### src/rtl/cat_cmd_uart_tx.sv
// Cat command encoder feeding an 8-byte FIFO and an 8N1 UART serializer.
// Commands become single ASCII bytes ('A'+idx clear, 'a'+idx set, '`' set all).
module cat_cmd_uart_tx #(
    parameter int unsigned CLK_FREQ = 103_340_000,
    parameter int unsigned BAUD     = 115_200,
    parameter int unsigned FIFO_AW  = 3
) (
    input  logic               clk,
    input  logic               reset_n,
    input  logic               cmd_valid,
    output logic               cmd_ready,
    input  logic [1:0]         cmd_op,
    input  logic [2:0]         cmd_idx,
    output logic               tx,
    output logic               busy,
    output logic [FIFO_AW:0]   fifo_count,
    output logic               drop_err
);

    localparam int unsigned DIV   = (CLK_FREQ + BAUD / 2) / BAUD;
    localparam int unsigned CW    = (DIV > 1) ? $clog2(DIV) : 1;
    localparam int unsigned DEPTH = 2 ** FIFO_AW;
    localparam logic [CW-1:0]    DIV_LAST = CW'(DIV - 1);
    localparam logic [FIFO_AW:0] FULL     = (FIFO_AW + 1)'(DEPTH);

    typedef enum logic [1:0] {S_IDLE, S_START, S_DATA, S_STOP} state_t;

    state_t               r_state;
    state_t               w_state_next;
    logic [7:0]           r_mem [DEPTH];
    logic [FIFO_AW-1:0]   r_wr_ptr;
    logic [FIFO_AW-1:0]   r_rd_ptr;
    logic [FIFO_AW:0]     r_count;
    logic [CW-1:0]        r_baud;
    logic [2:0]           r_bit;
    logic [7:0]           r_shift;
    logic                 r_tx;
    logic                 r_drop;

    logic                 w_accept;
    logic                 w_push;
    logic                 w_pop;
    logic                 w_empty;
    logic                 w_tick;
    logic                 w_tx_next;
    logic [7:0]           w_enc;

    assign cmd_ready  = (r_count != FULL);
    assign w_accept   = cmd_valid && cmd_ready;
    assign w_push     = w_accept && (cmd_op != 2'b11);
    assign w_empty    = (r_count == '0);
    assign w_tick     = (r_baud == DIV_LAST);

    assign tx         = r_tx;
    assign busy       = (r_state != S_IDLE) || !w_empty;
    assign fifo_count = r_count;
    assign drop_err   = r_drop;

    always_comb begin
        w_enc = 8'h60;
        case (cmd_op)
            2'b00:   w_enc = 8'h41 + {5'd0, cmd_idx};
            2'b01:   w_enc = 8'h61 + {5'd0, cmd_idx};
            default: w_enc = 8'h60;
        endcase
    end

    // Storage has no reset; only pointers and count define validity.
    always_ff @(posedge clk) begin
        if (w_push) begin
            r_mem[r_wr_ptr] <= w_enc;
        end
    end

    always_ff @(posedge clk or negedge reset_n) begin
        if (!reset_n) begin
            r_wr_ptr <= '0;
            r_rd_ptr <= '0;
            r_count  <= '0;
            r_drop   <= 1'b0;
        end else begin
            r_drop <= w_accept && (cmd_op == 2'b11);
            if (w_push) begin
                r_wr_ptr <= r_wr_ptr + 1'b1;
            end
            if (w_pop) begin
                r_rd_ptr <= r_rd_ptr + 1'b1;
            end
            case ({w_push, w_pop})
                2'b10:   r_count <= r_count + 1'b1;
                2'b01:   r_count <= r_count - 1'b1;
                default: r_count <= r_count;
            endcase
        end
    end

    always_ff @(posedge clk or negedge reset_n) begin
        if (!reset_n) begin
            r_state <= S_IDLE;
        end else begin
            r_state <= w_state_next;
        end
    end

    always_comb begin
        w_state_next = r_state;
        case (r_state)
            S_IDLE:  if (!w_empty) w_state_next = S_START;
            S_START: if (w_tick) w_state_next = S_DATA;
            S_DATA:  if (w_tick && (r_bit == 3'd7)) w_state_next = S_STOP;
            S_STOP:  if (w_tick) w_state_next = w_empty ? S_IDLE : S_START;
            default: w_state_next = S_IDLE;
        endcase
    end

    always_comb begin
        w_pop     = 1'b0;
        w_tx_next = 1'b1;
        case (r_state)
            S_IDLE:  w_pop = !w_empty;
            S_START: w_tx_next = 1'b0;
            S_DATA:  w_tx_next = r_shift[0];
            S_STOP:  w_pop = w_tick && !w_empty;
            default: w_tx_next = 1'b1;
        endcase
    end

    // tx is registered from the state decode, so the line lags the FSM by one cycle.
    always_ff @(posedge clk or negedge reset_n) begin
        if (!reset_n) begin
            r_baud  <= '0;
            r_bit   <= '0;
            r_shift <= '0;
            r_tx    <= 1'b1;
        end else begin
            r_tx <= w_tx_next;
            if (w_pop) begin
                r_baud  <= '0;
                r_bit   <= '0;
                r_shift <= r_mem[r_rd_ptr];
            end else begin
                if (r_state == S_IDLE || w_tick) begin
                    r_baud <= '0;
                end else begin
                    r_baud <= r_baud + CW'(1);
                end
                if (r_state == S_DATA && w_tick) begin
                    r_bit   <= r_bit + 3'd1;
                    r_shift <= {1'b0, r_shift[7:1]};
                end
            end
        end
    end

endmodule

### config.mk
export PLATFORM = sky130hd
export DESIGN_NAME = cat_cmd_uart_tx
export DESIGN_NICKNAME = d
export VERILOG_FILES = /design/src/rtl/cat_cmd_uart_tx.sv
export SDC_FILE = /design/constraint.sdc
export NUM_CORES = 1
export LEC_CHECK = 0
export ABC_AREA = 1
export ABC_CLOCK_PERIOD_IN_PS = 2300
export CAP_MARGIN = 20
export CORE_ASPECT_RATIO = 0.8
export CORE_MARGIN = 8
export CORE_UTILIZATION = 54
export DETAILED_ROUTE_END_ITERATION = 16
export PLACE_DENSITY = 0.72
export SYNTH_ARGS = -nofsm -noshare
export SYNTH_HDL_FRONTEND = slang
export SYNTH_SLANG_ARGS = --single-unit
export TNS_END_PERCENT = 30
### constraint.sdc
create_clock -name clk -period 2.3 [get_ports clk]
set_clock_uncertainty 0.15 [all_clocks]
set_input_delay 0.46 -clock clk [delete_from_list [all_inputs] [get_ports clk]]
set_output_delay 0.46 -clock clk [all_outputs]
set_load 0.01 [all_outputs]
=== Word-level counts from Yosys, hierarchy flattened ===
Memory sizes are Yosys's and may differ from the RTL's.
Index checks and enable logic that the tools add are counted.

* Bits in latches: 0
* Register bits after elaboration: 35
* ROM bits: 0
* Memory bits (writable): 64
* Memories kept: 1
* Output and inout port bits: 8
* Input bits: 8

{| class="wikitable"
|+ Memory list
! name !! words !! bits a word !! read ports !! clocked after Yosys merged registers in !! wr ports !! line !! text
|-
| r_mem || 8 || 8 || 1 || 0 || 1 || 30 || <nowiki>logic [7:0] r_mem [DEPTH];</nowiki>
|}

* Mux-type cells: 18
* Bitwise operators: 0
* Shift operators: 0
* Reduce and logical (&&, ||, !) cells: 16
* Equal/unequal tests: 15
* Div/mod/pow operators: 0
* Add/subtract/negate cells: 8
* $mul: 0
* Order comparisons: 0

{| class="wikitable"
|+ Operator list
! kind !! count
|-
| $mux 10 || 2
|-
| $add 7x3->8 const A || 2
|-
| $mux 8 || 2
|-
| $pmux 8 s2 || 1
|-
| $add 10x1->10 const B || 1
|-
| $eq 10x10->1 const B || 1
|-
| $ne 2x2->1 const B || 5
|-
| $add 3x1->3 const B || 3
|-
| $eq 2x2->1 const B || 4
|-
| $mux 2 || 4
|-
| $pmux 2 s4 || 1
|-
| $pmux 4 s2 || 1
|-
| $eq 2x1->1 const B || 3
|-
| $logic_and 1x1->1 || 6
|-
| $mux 3 || 2
|-
| $reduce_bool 2->1 || 3
|-
| $add 4x1->4 const B || 1
|-
| $logic_not 2->1 || 2
|-
| $logic_not 4->1 || 1
|-
| $ne 4x4->1 const B || 1
|-
| $pmux 1 s2 || 2
|-
| $reduce_and 4->1 || 1
|-
| $sub 4x1->4 const B || 1
|-
| $eq 3x3->1 const B || 1
|-
| other kinds (3) || 6
|}

=== Depth between registers and ports, before layout ===
Gate-level depths: netlist of the first run.

* Depth after elaboration: 6
* Gate-level depth with buffers: 17
* Depth with buffers taken out: 16

=== Worst setup path after synthesis of the first run ===
OpenSTA, ideal clock, no wires.

* Path type: register to register
* Start: register r_baud[0]
* End: register r_count[2], in the netlist fifo_count[2]
* Setup slack: -0.184 ns
* Cell stages (with the launch flop): 18
* Period minus slack after synthesis: 2.484 ns
* Path buffers: 1
* Arrival time: 2.206 ns
* Required time: 2.022 ns
* Setup time: 0.128 ns
* Cell sequence: dfrtp_1 -> inv_1 -> ha_1 -> inv_1 -> nor2_1 -> nand3_2 -> nor2_4 -> nand2_4 -> a21oi_4 -> buf_6 -> ha_1 -> nand2_1 -> inv_1 -> nor2_1 -> ha_1 -> a21oi_1 -> xor2_1 -> o21ai_0

* Word-level cells in the longest chain between the ends: 5

{| class="wikitable"
|+ RTL lines
! what !! line !! text
|-
| start, declared || 34 || <nowiki>logic [CW-1:0] r_baud;</nowiki>
|-
| start signal, assigned || 145 || <nowiki>r_baud <= r_baud + CW'(1);</nowiki>
|-
| $eq 10x10->1 (*) || 52 || <nowiki>assign w_tick = (r_baud == DIV_LAST);</nowiki>
|-
| $logic_and 1x1->1 (*) || 123 || <nowiki>S_STOP: w_pop = w_tick && !w_empty;</nowiki>
|-
| $pmux 1 s2 (*) || 119 || <nowiki>case (r_state)</nowiki>
|-
| named net w_pop || 42 || <nowiki>logic w_pop;</nowiki>
|-
| $eq 2x1->1 or $eq 2x2->1 (tied branches) || 89 || <nowiki>case ({w_push, w_pop})</nowiki>
|-
| $pmux 4 s2 or $reduce_bool 2->1 (tied branches) || n/a ||
|-
| end signal, assigned || 90 || <nowiki>2'b10: r_count <= r_count + 1'b1;</nowiki>
|-
| end signal, assigned || 91 || <nowiki>2'b01: r_count <= r_count - 1'b1;</nowiki>
|-
| end signal, assigned || 92 || <nowiki>default: r_count <= r_count;</nowiki>
|-
| end, declared || 33 || <nowiki>logic [FIFO_AW:0] r_count;</nowiki>
|}

Mark *: on every way through the listed nets, which the timed path passes. The rest lies on a longest branch.
A chain may end at the register's enable or synchronous reset.

=== Worst setup path in the final report of the first run ===
* Start: register r_baud[1]
* End: register r_count[2], in the netlist fifo_count[2]

* Word-level cells in the longest chain between the ends: 5

{| class="wikitable"
|+ RTL lines
! what !! line
|-
| $eq 10x10->1 (*) || 52
|-
| $logic_and 1x1->1 (*) || 123
|-
| $pmux 1 s2 (*) || 119
|-
| $eq 2x1->1 or $eq 2x2->1 (tied branches) || 89
|-
| $pmux 4 s2 or $reduce_bool 2->1 (tied branches) || n/a
|}

Mark *: on every way between the ends. The rest lies on a longest branch, timed or not.

==> flow_summary_export.csv, run 1 <==
group,metric,value,unit
sta,rsz0062_at_grt,"yes",
pwr,leakage,1.87,nW
place,dp.cells,473,
sta,fin_crit,2360,ps
setup_path,endpoint_kind,"flop",
cts,cts_tree,"done",
cts,path_clk_slew,80,ps
synth,yosysSeqAreaShare,0.583,
floorplanning,die_y,88.3,um
cells_and_area,area_growth,20.1,%
pwr,p_total,0.00506,W
floorplanning,fp.dieW,106,um
sta,setup_violations,2,
setup_path,start_kind,"flop",
detailed_routing,dr.first_iter.drc_count,237,
cells_and_area,final_nets,426,
cts,cts_sinks,74,
cts,cts_htree_levels,3,
cts,clk-insertion-delay-late,350,ps
global_routing,grt_util_all_layers,0.166,
global_routing,antenna_found_initial,0,
sta,worst_slack,-63.4,ps
flow_run,maxCapViolations,0,
setup_path,crit_type,"reg -> reg",
synth,ys_ff_latch,74,
synth,synth_cell_types,31,
detailed_routing,top_layer_used,"met4",
cells_and_area,finalInstanceArea,4230,um2
global_routing,grt_overflow_total,0,
synth,synthCells,352,
floorplanning,die-area,9380,um2
setup_path,worstPathMaxFanout,3,
cells_and_area,layout.cells.non_filler,492,
synth,syn_avg_cell_area,10.0,um2
global_routing,grt_pass1_vias,2461,
synth,synth.net_count,375,
synth,syn_area,3520,um2
cts,clockBufferDepth,2,
cts,cts_buffers,9,
place,place_ws,-101,ps
sta,worst_pin_slew,639,ps
place,gp_congestion,0.844,
floorplanning,ios,16,
global_routing,grt_max_degree,35,
sta,fmax,0.423,GHz
detailed_routing,wl_per_cell,14.7,um
detailed_routing,wirelength,7220,um
pwr,ir_worst_vdd,0.836,mV
place,port-buffer-count,15,
detailed_routing,post-route-drc-count,0,
detailed_routing,drt_pre_antenna_iters,4,
cells_and_area,fin_util,0.667,
floorplanning,rows,26,
place,hpwlAfterDp,5060,um
sta,max_slew_margin,0.573,
floorplanning,fp.coreArea,6340,um2
sta,hold_viol,0,
detailed_routing,routedLengthMet1,3550,um
cells_and_area,drive_gt1_frac,0.201,
place,postPlaceCellArea,3980,um2
cts,cts-root-buf,"clkbuf_8",
setup_path,arrival,2450,ps
detailed_routing,detail-route-antenna-nets,0,
detailed_routing,dr_wl_met2,3300,um
sta,fin_crit_sh,1.03,
run_status,violations,"negative setup slack",
detailed_routing,via_per_inst,5.14,
cts,ctsHoldBuffers,0,
pwr,p_per_area,1200,nW/um2
setup_path,cp_data_required_time,2380,ps
run_status,status,"complete, but fails checks",
detailed_routing,vias,2529,
synth,ys_warn_count,0,
sta,maxSlewViolCount,0,
detailed_routing,wl_met3,295,um
global_routing,grt_pass1_wl,12200,um
cells_and_area,insertedDiodeCount,0,
min_path,min_path_type,"reg -> reg",
floorplanning,start_util,0.556,
[critical path: stages, from the launching register on]
cell and delay (ps):
dfrtp_1 400, inv_2 90, ha_4 130, inv_2 40, nor2_4 110, nand3_2 100
nor2_4 120, nand2_4 70, a21oi_4 190, ha_4 180, nand2_4 50, inv_2 50
nor2_2 40, ha_2 180, a21oi_2 110, xor2_1 150, o21ai_1 80
[final timing paths]
check,slack (ps),start,depth (start not counted),end
min in group asynchronous,360,reset_n,2,r_rd_ptr[2]
worst min register to register,340,r_shift[6],2,r_shift[6]
worst max-delay path,-60,r_baud[1],16,fifo_count[2]
worst max register to register,-60,r_baud[1],16,fifo_count[2]
worst min-delay path,340,r_shift[6],2,r_shift[6]
max in group asynchronous,1300,reset_n,2,tx
[placed cells by master, fill, tap and decap left out, drive strengths merged, types with 2 or more instances in the layout]
cell / Yosys / layout
nand2: 75 / 75
nor2: 52 / 52
edfxtp: 40 / 40
buf: 3 / 34
inv: 33 / 34
dfrtp: 33 / 33
o21ai: 30 / 30
nand3: 24 / 24
ha: 15 / 15
clkdlybuf4s50: 0 / 14
o22ai: 10 / 10
clkbuf: 6 / 10
xor2: 8 / 8
nor3: 7 / 7
xnor2: 4 / 4
a21oi: 4 / 4
clkinv: 0 / 3
or2: 2 / 2
[area by class of cell]
cell class | instances | area, um2
inverter | 33 | 124
fill | 496 | 2110
tap | 84 | 105
clock buffer | 10 | 128
sequential | 74 | 2050
multi-input combinational | 236 | 1350
timing repair buffer | 49 | 408
clock inverter | 6 | 65.1
[per-layer routing]
metal	global-route usage	vias up
li1	-	1272
met1	0.227	1197
met2	0.255	52
met3	0.0459	8
met4	0.0497	0
met5	0	-
[power breakdown]
group          total (W)  switching (W)  internal, W
Combinational    0.00221        0.00130     0.000908
Sequential       0.00187       0.000189      0.00169
Clock           0.000979       0.000477     0.000503
[synth_stat cells (all sizes together)]
| library cell | instances | area (um2) |
|---|---|---|
| o211ai | 1 | 12.5 |
| clkbuf | 6 | 22.5 |
| nand2 | 75 | 317 |
| nor3 | 7 | 35.0 |
| dfrtp | 33 | 826 |
| ha | 15 | 188 |
| a21oi | 4 | 31.3 |
| o21ai | 30 | 150 |
| nor3b | 1 | 7.51 |
| xnor2 | 4 | 35.0 |
| nor4 | 1 | 21.3 |
| nand4 | 1 | 6.26 |
| nand3 | 24 | 130 |
| edfxtp | 40 | 1200 |
| inv | 33 | 124 |
| or2 | 2 | 12.5 |
| a21boi | 1 | 11.3 |
| xor2 | 8 | 70.1 |
| buf | 3 | 27.5 |
| nor2 | 52 | 208 |
| o22ai | 10 | 62.6 |
| dfstp | 1 | 26.3 |
[flip-flops by register name, summed over array words and instances (netlist names)]
| register | flops |
|---|---|
| drop_err | 1 |
| r_wr_ptr | 3 |
| r_shift | 7 |
| r_baud | 10 |
| r_bit | 3 |
| fifo_count | 4 |
| r_mem | 40 |
| r_state | 2 |
| r_rd_ptr | 3 |
| tx | 1 |
[cell families (layout without fill, tap and decap cells)]
group | count (synthesis) | in the layout | share of synthesized area
fa+ha+maj | 15 | 15 | 0.0532
buf+inv | 42 | 98 | 0.0493
xor+xnor | 12 | 12 | 0.0298
simple gates | 163 | 163 | 0.209
compound gates | 46 | 46 | 0.0760
flops | 74 | 74 | 0.583
[metrics by stage]
stage                     setup TNS [ps]  hold slack, ps
after floorplan                     -105            14.4
after global placement             -40.7             317
after detailed placement            -346             321
after CTS                           -182             342
after global routing                -694             389
final                              -90.5             340
[timing repair]
item                                   4_1_cts  5_1_grt
endpoints found under the hold margin        0        0
setup endpoints to repair                    5        5
setup buffers                                0        3
pin swaps                                    0       10
gates resized for setup                      2       13
Power figures use the tool's default switching activity.
==> run 2: changes to the inputs <==
--- a/config.mk
+++ b/config.mk
@@ -8,11 +8,14 @@
 export ABC_AREA = 1
 export ABC_CLOCK_PERIOD_IN_PS = 2300
 export CAP_MARGIN = 20
+export CELL_PAD_IN_SITES_DETAIL_PLACEMENT = 1
+export CELL_PAD_IN_SITES_GLOBAL_PLACEMENT = 1
 export CORE_ASPECT_RATIO = 0.8
 export CORE_MARGIN = 8
-export CORE_UTILIZATION = 54
+export CORE_UTILIZATION = 43
 export DETAILED_ROUTE_END_ITERATION = 16
-export PLACE_DENSITY = 0.72
+export PLACE_DENSITY = 0.73
+export SKIP_LAST_GASP = 1
 export SYNTH_ARGS = -nofsm -noshare
 export SYNTH_HDL_FRONTEND = slang
 export SYNTH_SLANG_ARGS = --single-unit
==> run 2 against run 1 <==
The flow still finishes with violations (negative setup slack). Register-to-register slack worse by 120 ps. Power up 5.6%. Maximum frequency down 4.9%. Core utilization down 12 points. Largest cell class unchanged. Highest routed layer unchanged.
==> flow_summary_export.csv, run 2 (synthesized netlist as in run 1, its figures left out) <==
group,metric,value,unit
run_status,status,"complete, but fails checks",
run_status,violations,"negative setup slack",
cells_and_area,largest_register_ffs,40,
cells_and_area,fin_util,0.547,
sta,tns,-324,ps
sta,hold_viol,0,
place,gp_congestion,0.755,
cells_and_area,reg_top3,"r_mem x40, r_baud x10, r_shift x7",
detailed_routing,wl_per_cell,16.6,um
cts,ctsHoldBuffers,0,
cts,clockBufferDepth,2,
floorplanning,rows,29,
setup_path,ff2ff_path_depth,16,
cells_and_area,final_nets,430,
cts,cts-root-buf,"clkbuf_8",
setup_path,cp_top_family,"simple AND/OR/NAND/NOR gates",
detailed_routing,via_per_inst,5.13,
global_routing,grt_pass1_wl,14300,um
setup_path,endpoint_kind,"flop",
flow_run,maxCapViolations,0,
setup_path,critical-path-slowest-cell,"dfrtp_1",
setup_path,crit_type,"reg -> reg",
global_routing,grt_max_degree,35,
setup_path,worstPathCellList,"inv_2 -> ha_4 -> inv_2 -> nor2_4 -> nand3_2 -> nor2_4 -> nand2_4 -> a21oi_4 -> ha_4 -> nand2_4 -> inv_4 -> nor2_4 -> ha_2 -> a21oi_2 -> xor2_1 -> o21ai_1",
sta,maxSlewViolCount,0,
pwr,p_total,0.00535,W
setup_path,crit_top_cell,"nor2_4",
floorplanning,ios,16,
detailed_routing,vias,2667,
setup_path,r2r_end,"fifo_count[2]",
cts,cts_buffers,9,
place,hpwlAfterDp,6170,um
detailed_routing,drt_pre_antenna_iters,4,
floorplanning,die_y,97.0,um
setup_path,cp.buffers_inverters,3,
cells_and_area,nFillCells,887,
floorplanning,start_util,0.444,
sta,rsz0062_at_grt,"yes",
setup_path,worstPathMaxFanout,3,
cells_and_area,largest_register,"r_mem",
global_routing,grt_util_all_layers,0.163,
sta,fin_crit_sh,1.08,
cells_and_area,layout_common_cells,"nand2_1 (64), nor2_1 (47), edfxtp_1 (40)",
sta,max_slew_margin,0.456,
setup_path,max_stage_delay,400,ps
sta,setup_violations,4,
detailed_routing,detail-route-antenna-nets,0,
sta,fin_crit,2480,ps
detailed_routing,dr.first_iter.drc_count,88,
cts,cts_tree,"done",
floorplanning,fp.coreArea,7950,um2
floorplanning,die-area,11400,um2
cts,cts_htree_levels,3,
sta,worst_pin_slew,815,ps
global_routing,grt_pass1_vias,2869,
place,postPlaceCellArea,4010,um2
global_routing,antenna_found_initial,0,
cts,path_clk_slew,70,ps
setup_path,start_kind,"flop",
setup_path,reg2reg_from,"r_baud[0]",
setup_path,worst-r2r-setup-slack,-180,ps
floorplanning,fp.dieW,117,um
pwr,ir_worst_vdd,0.843,mV
cells_and_area,area_growth,23.4,%
cells_and_area,final_common_cell,"nand2_1",
cells_and_area,finalInstanceArea,4350,um2
cts,cts_sinks,74,
global_routing,grt_overflow_total,0,
pwr,leakage,1.91,nW
pwr,p_per_area,1230,nW/um2
detailed_routing,post-route-drc-count,0,
cells_and_area,insertedDiodeCount,0,
sta,worst_slack,-185,ps
setup_path,arrival,2560,ps
sta,fmax,0.402,GHz
cells_and_area,drive_gt1_frac,0.216,
sta,whs,51.6,ps
cts,clk-insertion-delay-late,340,ps
setup_path,cp_data_required_time,2380,ps
detailed_routing,wirelength,8640,um
min_path,min_path_type,"in -> async",
place,port-buffer-count,15,
-- run 2: cell types whose count changed in the layout (fill, tap and decap cells not counted), moves of 2 or more --
cell | before | now
clkbuf_16 | 0 | 2
inv_4 | 0 | 2
buf_4 | 33 | 37
clkbuf_8 | 9 | 11
clkinv_2 | 2 | 0
-- run 2: final cells by class --
type / instances / area (um2) / area share
tap: 108 / 135 / 0.0311
inverter: 33 / 126 / 0.0290
sequential: 74 / 2050 / 0.472
clock buffer: 14 / 205 / 0.0472
multi-input combinational: 236 / 1360 / 0.313
timing repair buffer: 53 / 433 / 0.0995
clock inverter: 2 / 36.3 / 0.00834
-- run 2: layer usage --
metal / GRT usage / part of all wire / vias to the layer above
met5: 0 / 0 / -
met4: 0.0570 / 0.019 / 0
met3: 0.0429 / 0.039 / 18
met2: 0.257 / 0.47 / 51
met1: 0.209 / 0.47 / 1322
li1: - / - / 1276
-- run 2: worst max-delay path by stage --
stage,depth (start not counted),startpoint,end,slack (ps)
finish,16,r_baud[0],fifo_count[2],-180
global route,16,r_baud[1],fifo_count[2],-300
detailed placement,10,cmd_op[1],fifo_count[2],-170
floorplan,17,r_baud[0],fifo_count[2],-90
global placement,11,cmd_op[1],fifo_count[2],-60
CTS,16,r_baud[0],fifo_count[2],-120
-- run 2: report_power, final --
part           internal, W  switching, W  total (W)
combinational     0.000930       0.00138    0.00231
sequential         0.00169      0.000192    0.00188
clock             0.000694      0.000466    0.00116
-- run 2: worst reg2reg max path, stage by stage (launching register included) --
cell and delay, ps:
dfrtp_1 400, inv_2 90, ha_4 120, inv_2 40, nor2_4 110, nand3_2 110, nor2_4 170, nand2_4 70
a21oi_4 210, ha_4 200, nand2_4 70, inv_4 60, nor2_4 40, ha_2 180, a21oi_2 110, xor2_1 160
o21ai_1 90
-- run 2: per-stage QoR --
stage | cells | setup slack [ps]
2_1_floorplan | 352 | -94.4
3_3_place_gp | 498 | -55.1
3_5_place_dp | 498 | -173
4_1_cts | 515 | -123
5_1_grt | 520 | -299
6_report | 520 | -185
-- run 2: what timing repair did --
item	4_1_cts	5_1_grt
cloned	0	0
buffers inserted	1	5
pin swaps	1	10
resized for setup	1	17
endpoints found under the setup margin	5	5
